### config.mk
export PLATFORM = sky130hd
export DESIGN_NAME = gpu_instr_decoder_pipe
export DESIGN_NICKNAME = d
export VERILOG_FILES = /design/src/rtl/gpu_dec_pkg.sv /design/src/rtl/dec_skid_buf.sv /design/src/rtl/gpu_instr_decoder_pipe.sv
export SDC_FILE = /design/constraint.sdc
export NUM_CORES = 1
export LEC_CHECK = 0
export CAP_MARGIN = 20
export CORE_MARGIN = 4
export CORE_UTILIZATION = 57
export DETAILED_ROUTE_END_ITERATION = 12
export PLACE_DENSITY = 0.85
export SETUP_SLACK_MARGIN = 0.5
export SKIP_CTS_REPAIR_TIMING = 1
export SLEW_MARGIN = 10
export SYNTH_ARGS = -nofsm -noshare
export SYNTH_HDL_FRONTEND = slang
export SYNTH_HIERARCHICAL = 1
export SYNTH_SLANG_ARGS = --single-unit
### constraint.sdc
create_clock -name clk -period 4.3 [get_ports clk]
set_input_delay 1.075 -clock clk [delete_from_list [all_inputs] [get_ports clk]]
set_output_delay 1.075 -clock clk [all_outputs]
set_load 0.01 [all_outputs]
### src/rtl/gpu_dec_pkg.sv
// Shared opcodes, ALU control codes and entry layout for the pipelined draw-instruction decoder.
package gpu_dec_pkg;

    localparam logic [1:0] OP_LD   = 2'd0;
    localparam logic [1:0] OP_RD   = 2'd1;
    localparam logic [1:0] OP_CD   = 2'd2;
    localparam logic [1:0] OP_DISP = 2'd3;

    localparam logic [2:0] ALU_LD   = 3'b100;
    localparam logic [2:0] ALU_RD   = 3'b101;
    localparam logic [2:0] ALU_CD   = 3'b110;
    localparam logic [2:0] ALU_DISP = 3'b111;

    localparam int unsigned DEC_X_W = 9;
    localparam int unsigned DEC_Y_W = 8;

    // Entry layout at the default coordinate widths.
    typedef struct packed {
        logic [2:0]         ctrl;
        logic [DEC_X_W-1:0] x1;
        logic [DEC_Y_W-1:0] y1;
        logic [DEC_X_W-1:0] x2;
        logic [DEC_Y_W-1:0] y2;
        logic               illegal;
    } dec_entry_t;

    function automatic logic [2:0] alu_ctrl(input logic [1:0] op);
        logic [2:0] ctrl;
        case (op)
            OP_LD:   ctrl = ALU_LD;
            OP_RD:   ctrl = ALU_RD;
            OP_CD:   ctrl = ALU_CD;
            default: ctrl = ALU_DISP;
        endcase
        return ctrl;
    endfunction

endpackage

### src/rtl/dec_skid_buf.sv
// Generic 2-entry valid/ready buffer; the main entry drives the outputs, the skid entry
// absorbs one word while the consumer stalls. in_ready is a flop, never a function of i_ready.
module dec_skid_buf #(
    parameter int unsigned         DATA_W    = 8,
    parameter logic [DATA_W-1:0]   RESET_VAL = '0
) (
    input  logic              i_clk,
    input  logic              i_rst_n,
    input  logic              i_valid,
    output logic              o_ready,
    input  logic [DATA_W-1:0] i_data,
    output logic              o_valid,
    input  logic              i_ready,
    output logic [DATA_W-1:0] o_data
);

    localparam logic [1:0] ST_EMPTY = 2'd0;
    localparam logic [1:0] ST_ONE   = 2'd1;
    localparam logic [1:0] ST_FULL  = 2'd2;

    logic [1:0]        r_state;
    logic [1:0]        w_state_next;
    logic              r_in_ready;
    logic              r_out_valid;
    logic [DATA_W-1:0] r_main;
    logic [DATA_W-1:0] r_skid;
    logic              w_acc;
    logic              w_drn;
    logic              w_ld_main_in;
    logic              w_ld_main_skid;
    logic              w_ld_skid;

    assign w_acc = i_valid && r_in_ready;
    assign w_drn = r_out_valid && i_ready;

    always_comb begin
        w_state_next   = r_state;
        w_ld_main_in   = 1'b0;
        w_ld_main_skid = 1'b0;
        w_ld_skid      = 1'b0;
        case (r_state)
            ST_EMPTY: begin
                if (w_acc) begin
                    w_ld_main_in = 1'b1;
                    w_state_next = ST_ONE;
                end
            end
            ST_ONE: begin
                if (w_acc && w_drn) begin
                    w_ld_main_in = 1'b1;
                end else if (w_acc) begin
                    w_ld_skid    = 1'b1;
                    w_state_next = ST_FULL;
                end else if (w_drn) begin
                    w_state_next = ST_EMPTY;
                end
            end
            ST_FULL: begin
                if (w_drn) begin
                    w_ld_main_skid = 1'b1;
                    w_state_next   = ST_ONE;
                end
            end
            default: w_state_next = ST_EMPTY;
        endcase
    end

    always_ff @(posedge i_clk or negedge i_rst_n) begin
        if (!i_rst_n) begin
            r_state     <= ST_EMPTY;
            r_in_ready  <= 1'b1;
            r_out_valid <= 1'b0;
        end else begin
            r_state     <= w_state_next;
            r_in_ready  <= (w_state_next != ST_FULL);
            r_out_valid <= (w_state_next != ST_EMPTY);
        end
    end

    always_ff @(posedge i_clk or negedge i_rst_n) begin
        if (!i_rst_n) begin
            r_main <= RESET_VAL;
            r_skid <= RESET_VAL;
        end else begin
            if (w_ld_main_in) begin
                r_main <= i_data;
            end else if (w_ld_main_skid) begin
                r_main <= r_skid;
            end
            if (w_ld_skid) begin
                r_skid <= i_data;
            end
        end
    end

    assign o_ready = r_in_ready;
    assign o_valid = r_out_valid;
    assign o_data  = r_main;

endmodule

### src/rtl/gpu_instr_decoder_pipe.sv
// Registered draw-instruction decoder with a 2-entry skid buffer towards the rasteriser ALU.
// Optional macro DEC_NORMALIZE_EN orders LD/RD/CD coordinates so that x1<=x2 and y1<=y2.
module gpu_instr_decoder_pipe
    import gpu_dec_pkg::*;
#(
    parameter int unsigned X_W   = 9,
    parameter int unsigned Y_W   = 8,
    parameter int unsigned OP_W  = 2,
    parameter int unsigned CNT_W = 16,
    localparam int unsigned INSTR_W = OP_W + 2 * (X_W + Y_W)
) (
    input  logic               clk,
    input  logic               rst_n,
    input  logic               in_valid,
    output logic               in_ready,
    input  logic [INSTR_W-1:0] in_instr,
    output logic               out_valid,
    input  logic               out_ready,
    output logic [2:0]         ctrl_ALU,
    output logic [X_W-1:0]     x1,
    output logic [X_W-1:0]     x2,
    output logic [Y_W-1:0]     y1,
    output logic [Y_W-1:0]     y2,
    output logic               illegal,
    output logic [CNT_W-1:0]   dec_count
);

    typedef struct packed {
        logic [2:0]     ctrl;
        logic [X_W-1:0] x1;
        logic [Y_W-1:0] y1;
        logic [X_W-1:0] x2;
        logic [Y_W-1:0] y2;
        logic           illegal;
    } entry_t;

    localparam int unsigned ENTRY_W = $bits(entry_t);
    localparam entry_t ENTRY_RST = '{ctrl: ALU_DISP, x1: '0, y1: '0, x2: '0, y2: '0,
                                     illegal: 1'b0};

    logic [OP_W-1:0]  w_op;
    logic [X_W-1:0]   w_f_x1, w_f_x2, w_n_x1, w_n_x2;
    logic [Y_W-1:0]   w_f_y1, w_f_y2, w_n_y1, w_n_y2;
    logic             w_illegal;
    logic             w_coord_upd;
    logic             w_acc;
    entry_t           w_entry;
    entry_t           w_out;
    logic [X_W-1:0]   r_last_x1, r_last_x2;
    logic [Y_W-1:0]   r_last_y1, r_last_y2;
    logic [CNT_W-1:0] r_count;

    assign w_op   = in_instr[INSTR_W-1 -: OP_W];
    assign w_f_x1 = in_instr[2*X_W+2*Y_W-1 -: X_W];
    assign w_f_y1 = in_instr[X_W+2*Y_W-1 -: Y_W];
    assign w_f_x2 = in_instr[X_W+Y_W-1 -: X_W];
    assign w_f_y2 = in_instr[Y_W-1:0];

    generate
        if (OP_W > 2) begin : g_wide_op
            assign w_illegal = |w_op[OP_W-1:2];
        end else begin : g_narrow_op
            assign w_illegal = 1'b0;
        end
    endgenerate

`ifdef DEC_NORMALIZE_EN
    assign w_n_x1 = (w_f_x1 > w_f_x2) ? w_f_x2 : w_f_x1;
    assign w_n_x2 = (w_f_x1 > w_f_x2) ? w_f_x1 : w_f_x2;
    assign w_n_y1 = (w_f_y1 > w_f_y2) ? w_f_y2 : w_f_y1;
    assign w_n_y2 = (w_f_y1 > w_f_y2) ? w_f_y1 : w_f_y2;
`else
    assign w_n_x1 = w_f_x1;
    assign w_n_x2 = w_f_x2;
    assign w_n_y1 = w_f_y1;
    assign w_n_y2 = w_f_y2;
`endif

    // LD/RD/CD carry their own coordinates; DISP and illegal opcodes replay the last ones.
    assign w_coord_upd = !w_illegal && (w_op[1:0] != OP_DISP);

    always_comb begin
        w_entry.ctrl    = ALU_DISP;
        w_entry.x1      = r_last_x1;
        w_entry.y1      = r_last_y1;
        w_entry.x2      = r_last_x2;
        w_entry.y2      = r_last_y2;
        w_entry.illegal = w_illegal;
        if (w_coord_upd) begin
            w_entry.ctrl = alu_ctrl(w_op[1:0]);
            w_entry.x1   = w_n_x1;
            w_entry.y1   = w_n_y1;
            w_entry.x2   = w_n_x2;
            w_entry.y2   = w_n_y2;
        end
    end

    assign w_acc = in_valid && in_ready;

    always_ff @(posedge clk or negedge rst_n) begin
        if (!rst_n) begin
            r_last_x1 <= '0;
            r_last_y1 <= '0;
            r_last_x2 <= '0;
            r_last_y2 <= '0;
        end else if (w_acc && w_coord_upd) begin
            r_last_x1 <= w_n_x1;
            r_last_y1 <= w_n_y1;
            r_last_x2 <= w_n_x2;
            r_last_y2 <= w_n_y2;
        end
    end

    always_ff @(posedge clk or negedge rst_n) begin
        if (!rst_n) begin
            r_count <= '0;
        end else if (w_acc && (r_count != {CNT_W{1'b1}})) begin
            r_count <= r_count + CNT_W'(1);
        end
    end

    dec_skid_buf #(
        .DATA_W    (ENTRY_W),
        .RESET_VAL (ENTRY_RST)
    ) u_skid (
        .i_clk   (clk),
        .i_rst_n (rst_n),
        .i_valid (in_valid),
        .o_ready (in_ready),
        .i_data  (w_entry),
        .o_valid (out_valid),
        .i_ready (out_ready),
        .o_data  (w_out)
    );

    assign ctrl_ALU  = w_out.ctrl;
    assign x1        = w_out.x1;
    assign y1        = w_out.y1;
    assign x2        = w_out.x2;
    assign y2        = w_out.y2;
    assign illegal   = w_out.illegal;
    assign dec_count = r_count;

endmodule

==> results.md <==
- Status: completed
- Remaining antenna violation count: 0
- CTS tree: built
- Mean post-synth cell area: 14.0 um^2
- Fraction of layout cells with a size suffix above 1: 30.2%
- Largest net degree at the start of global routing: 68
- Yosys warnings: 6
- Core ar.: 0.00982 mm^2
- Chip width: 109 um
- Gr ovfl total: 0
- Clk buf depth: 2
- P_int: 0.00384 W
- Routability cong.: 0.854
- Mapped Cells: 413
- Synth Flop Type: dfrtp_1
- Worst Setup End Kind: flip-flop
- Final core occ: 76.4%
- Worst Path Buf+Inv: 2
- Final period utilization: 69.6%
- Vias in the first global route: 4225
- Die area: 0.0118 mm^2
- FP Rows: 36
- Crit path DAT: 3370 ps
- Area share of the largest cell type after synthesis: 53.3%
- Required @ worst endpoint: 4680 ps
- # port buffers: 95
- Clock network fraction of total power: 29.7%
- Worst-Skew Late Latency: 500 ps
- Gr usage total: 24.2%
- Most common library cells after synthesis: dfrtp_1, mux2_2, and2_1
- Slowest stage delay, CP: 650 ps
- Fmax: 334 MHz
- Kind of critical path: in -> reg
- Max cap viols: 0
- H-tree levels: 4
- Yosys cell types: 43
- Yosys top cell by area: dfrtp_1
- Worst Skew: 9.64 ps
- Drt via density: 5.87
- Vias: 3868
- Switching portion of total power: 29.7%
- Clock slew at reported path FFs: 60 ps
- IO Count: 96
- Pwr per Cell Area: 727 mW/mm^2
- Initial DRT Pass Iterations: 5
- Slew Limit Headroom: 43.7%
- Comb pwr share: 31.7%
- DRC viols: 0
- Total CTS buffers: 17
- Fillers: 619
- CP startpoint kind: input pin
- Minimum clock period: 2990 ps
- HPWL reported at the end of detailed placement: 8220 um
- EDFF count, synth: 0
- Leak: 3.18 nW
- Routed WL: 13400 um
- Post-Syn Area: 0.00577 mm^2
- Ys async rst share: 100%
- Clock root cell: clkbuf_8
- Hold crit path type: reg -> reg
- Crit-path cells: clkdlybuf4s50_1 -> and3b_1 -> nand3_2 -> buf_4 -> mux2_2
- R2r setup slk: 1890 ps
- Area delta synth->final: 30.0%
- Seq/Total Area, Yosys: 56.5%
- Starting Density: 58.8%
- Top-count cell post-synth: dfrtp_1
- Antenna cell count: 0
- Endpoints failing setup: 0
- Synth top area cells: dfrtp_1, mux2_2, a221o_1, and2_1, dfstp_2
- Slew @ Worst Pin: 845 ps
- First-pass GRT wire length: 21800 um
- Max-slew violations: 0
- Final net count: 554
- Fin Setup TNS: 0 ps
- CP max FO: 30
- Routed len/inst: 20.3 um
- Die Y: 109 um
- Crit-path leading delay family: buffers and inverters
- Sequential Power Share: 38.6%
- Peak supply drop: 0.381 mV
- Final Hold Fails: 0
- Seq cells post-synth: 130
- Clk sink count: 130
- Initial antenna violation count: 0
- Switching power total: 0.00162 W
- Slowest CP cell: nand3_2
- RSZ-0062 raised after global routing: false
- DRT iter0 DRCs: 259
flip-flops by register name, summed over array words and instances (netlist names):
signal and flops:
u_skid/o_data 38, u_skid/o_ready 1, r_last_x2 9, u_skid/r_state 2, r_last_y2 8, u_skid/o_valid 1, dec_count 16, r_last_y1 8
r_last_x1 9, u_skid/r_skid 38
power groups by stage:
stage	sequential, W	clock (W)	combinational [W]
2_1_floorplan	0.00211	0	0.000990
3_3_place_gp	0.00207	0	0.00164
3_5_place_dp	0.00210	0	0.00172
4_1_cts	0.00211	0.00164	0.00175
5_1_grt	0.00217	0.00169	0.00186
6_report	0.00211	0.00162	0.00173
cell usage in the layout, fill, tap and decap left out, drive strengths merged, types with 6 or more instances in the layout:
cell	netlist	final
dfrtp	123	123
dfstp	7	7
xor2	7	7
bufinv	0	6
and2	42	42
buf	15	9
nand2	8	8
a221o	38	38
clkdlybuf4s50	0	94
nand4	6	6
nand3	8	8
mux2	109	109
clkbuf	9	17
per-stage QoR:
step	power (W)	worst slack [ps]	instance area [um^2]	cells	hold WS, ps
floorplan	0.00310	1900	5780	415	454
global placement	0.00371	895	6840	627	463
detailed placement	0.00382	809	6840	627	471
CTS	0.00549	1330	7510	659	489
global route	0.00573	1200	7510	659	503
finish	0.00546	1310	7510	659	486
cell type report:
type / instances / area (um^2) / share of cell area, %
sequential: 130 / 3260 / 43.5
multi-input combinational: 260 / 2380 / 31.8
timing repair buffer: 103 / 1020 / 13.6
clock buffer: 17 / 414 / 5.52
clock inverter: 15 / 255 / 3.40
tap: 133 / 166 / 2.22
inverter: 1 / 3.75 / 0.0500
worst register-to-register path, cell delays in order (launching register included):
cell and delay [ps]:
dfstp_2 570, and3b_1 300, nand3_2 650, buf_4 480, mux2_2 290
final timing paths:
check                                          from                             to  depth (start not counted)
hold / removal             r_last_x1[8]$_DFFE_PN0P_       r_last_x1[8]$_DFFE_PN0P_                          1
max in group asynchronous                     rst_n  u_skid/r_skid[18]$_DFFE_PN0P_                          2
min in group asynchronous                     rst_n       r_last_x1[3]$_DFFE_PN0P_                          1
setup reg to reg           u_skid/o_ready$_DFF_PN1_   u_skid/r_skid[4]$_DFFE_PN0P_                          4
hold reg to reg            r_last_x1[8]$_DFFE_PN0P_       r_last_x1[8]$_DFFE_PN0P_                          1
setup / recovery                           in_valid   u_skid/r_skid[4]$_DFFE_PN0P_                          5
layer usage:
metal,global-route usage [%],routed length (um),up-vias
met5,0,0,-
met4,7.30,152,0
met3,5.98,787,11
met2,40.7,6930,123
met1,31.2,5530,2000
li1,-,-,1734
cells by family after synthesis:
family | Yosys count | share of synthesized area [%]
multiplexers | 109 | 21.3
other | 2 | 0.130
AND/OR/NAND/NOR | 84 | 9.25
flip-flops | 130 | 56.5
AO/OA/AOI/OAI | 51 | 8.28
XOR/XNOR | 11 | 1.67
buffers and inverters | 25 | 2.71
adder cells (fa/ha/maj) | 1 | 0.217
Power figures use the tool's default switching activity.
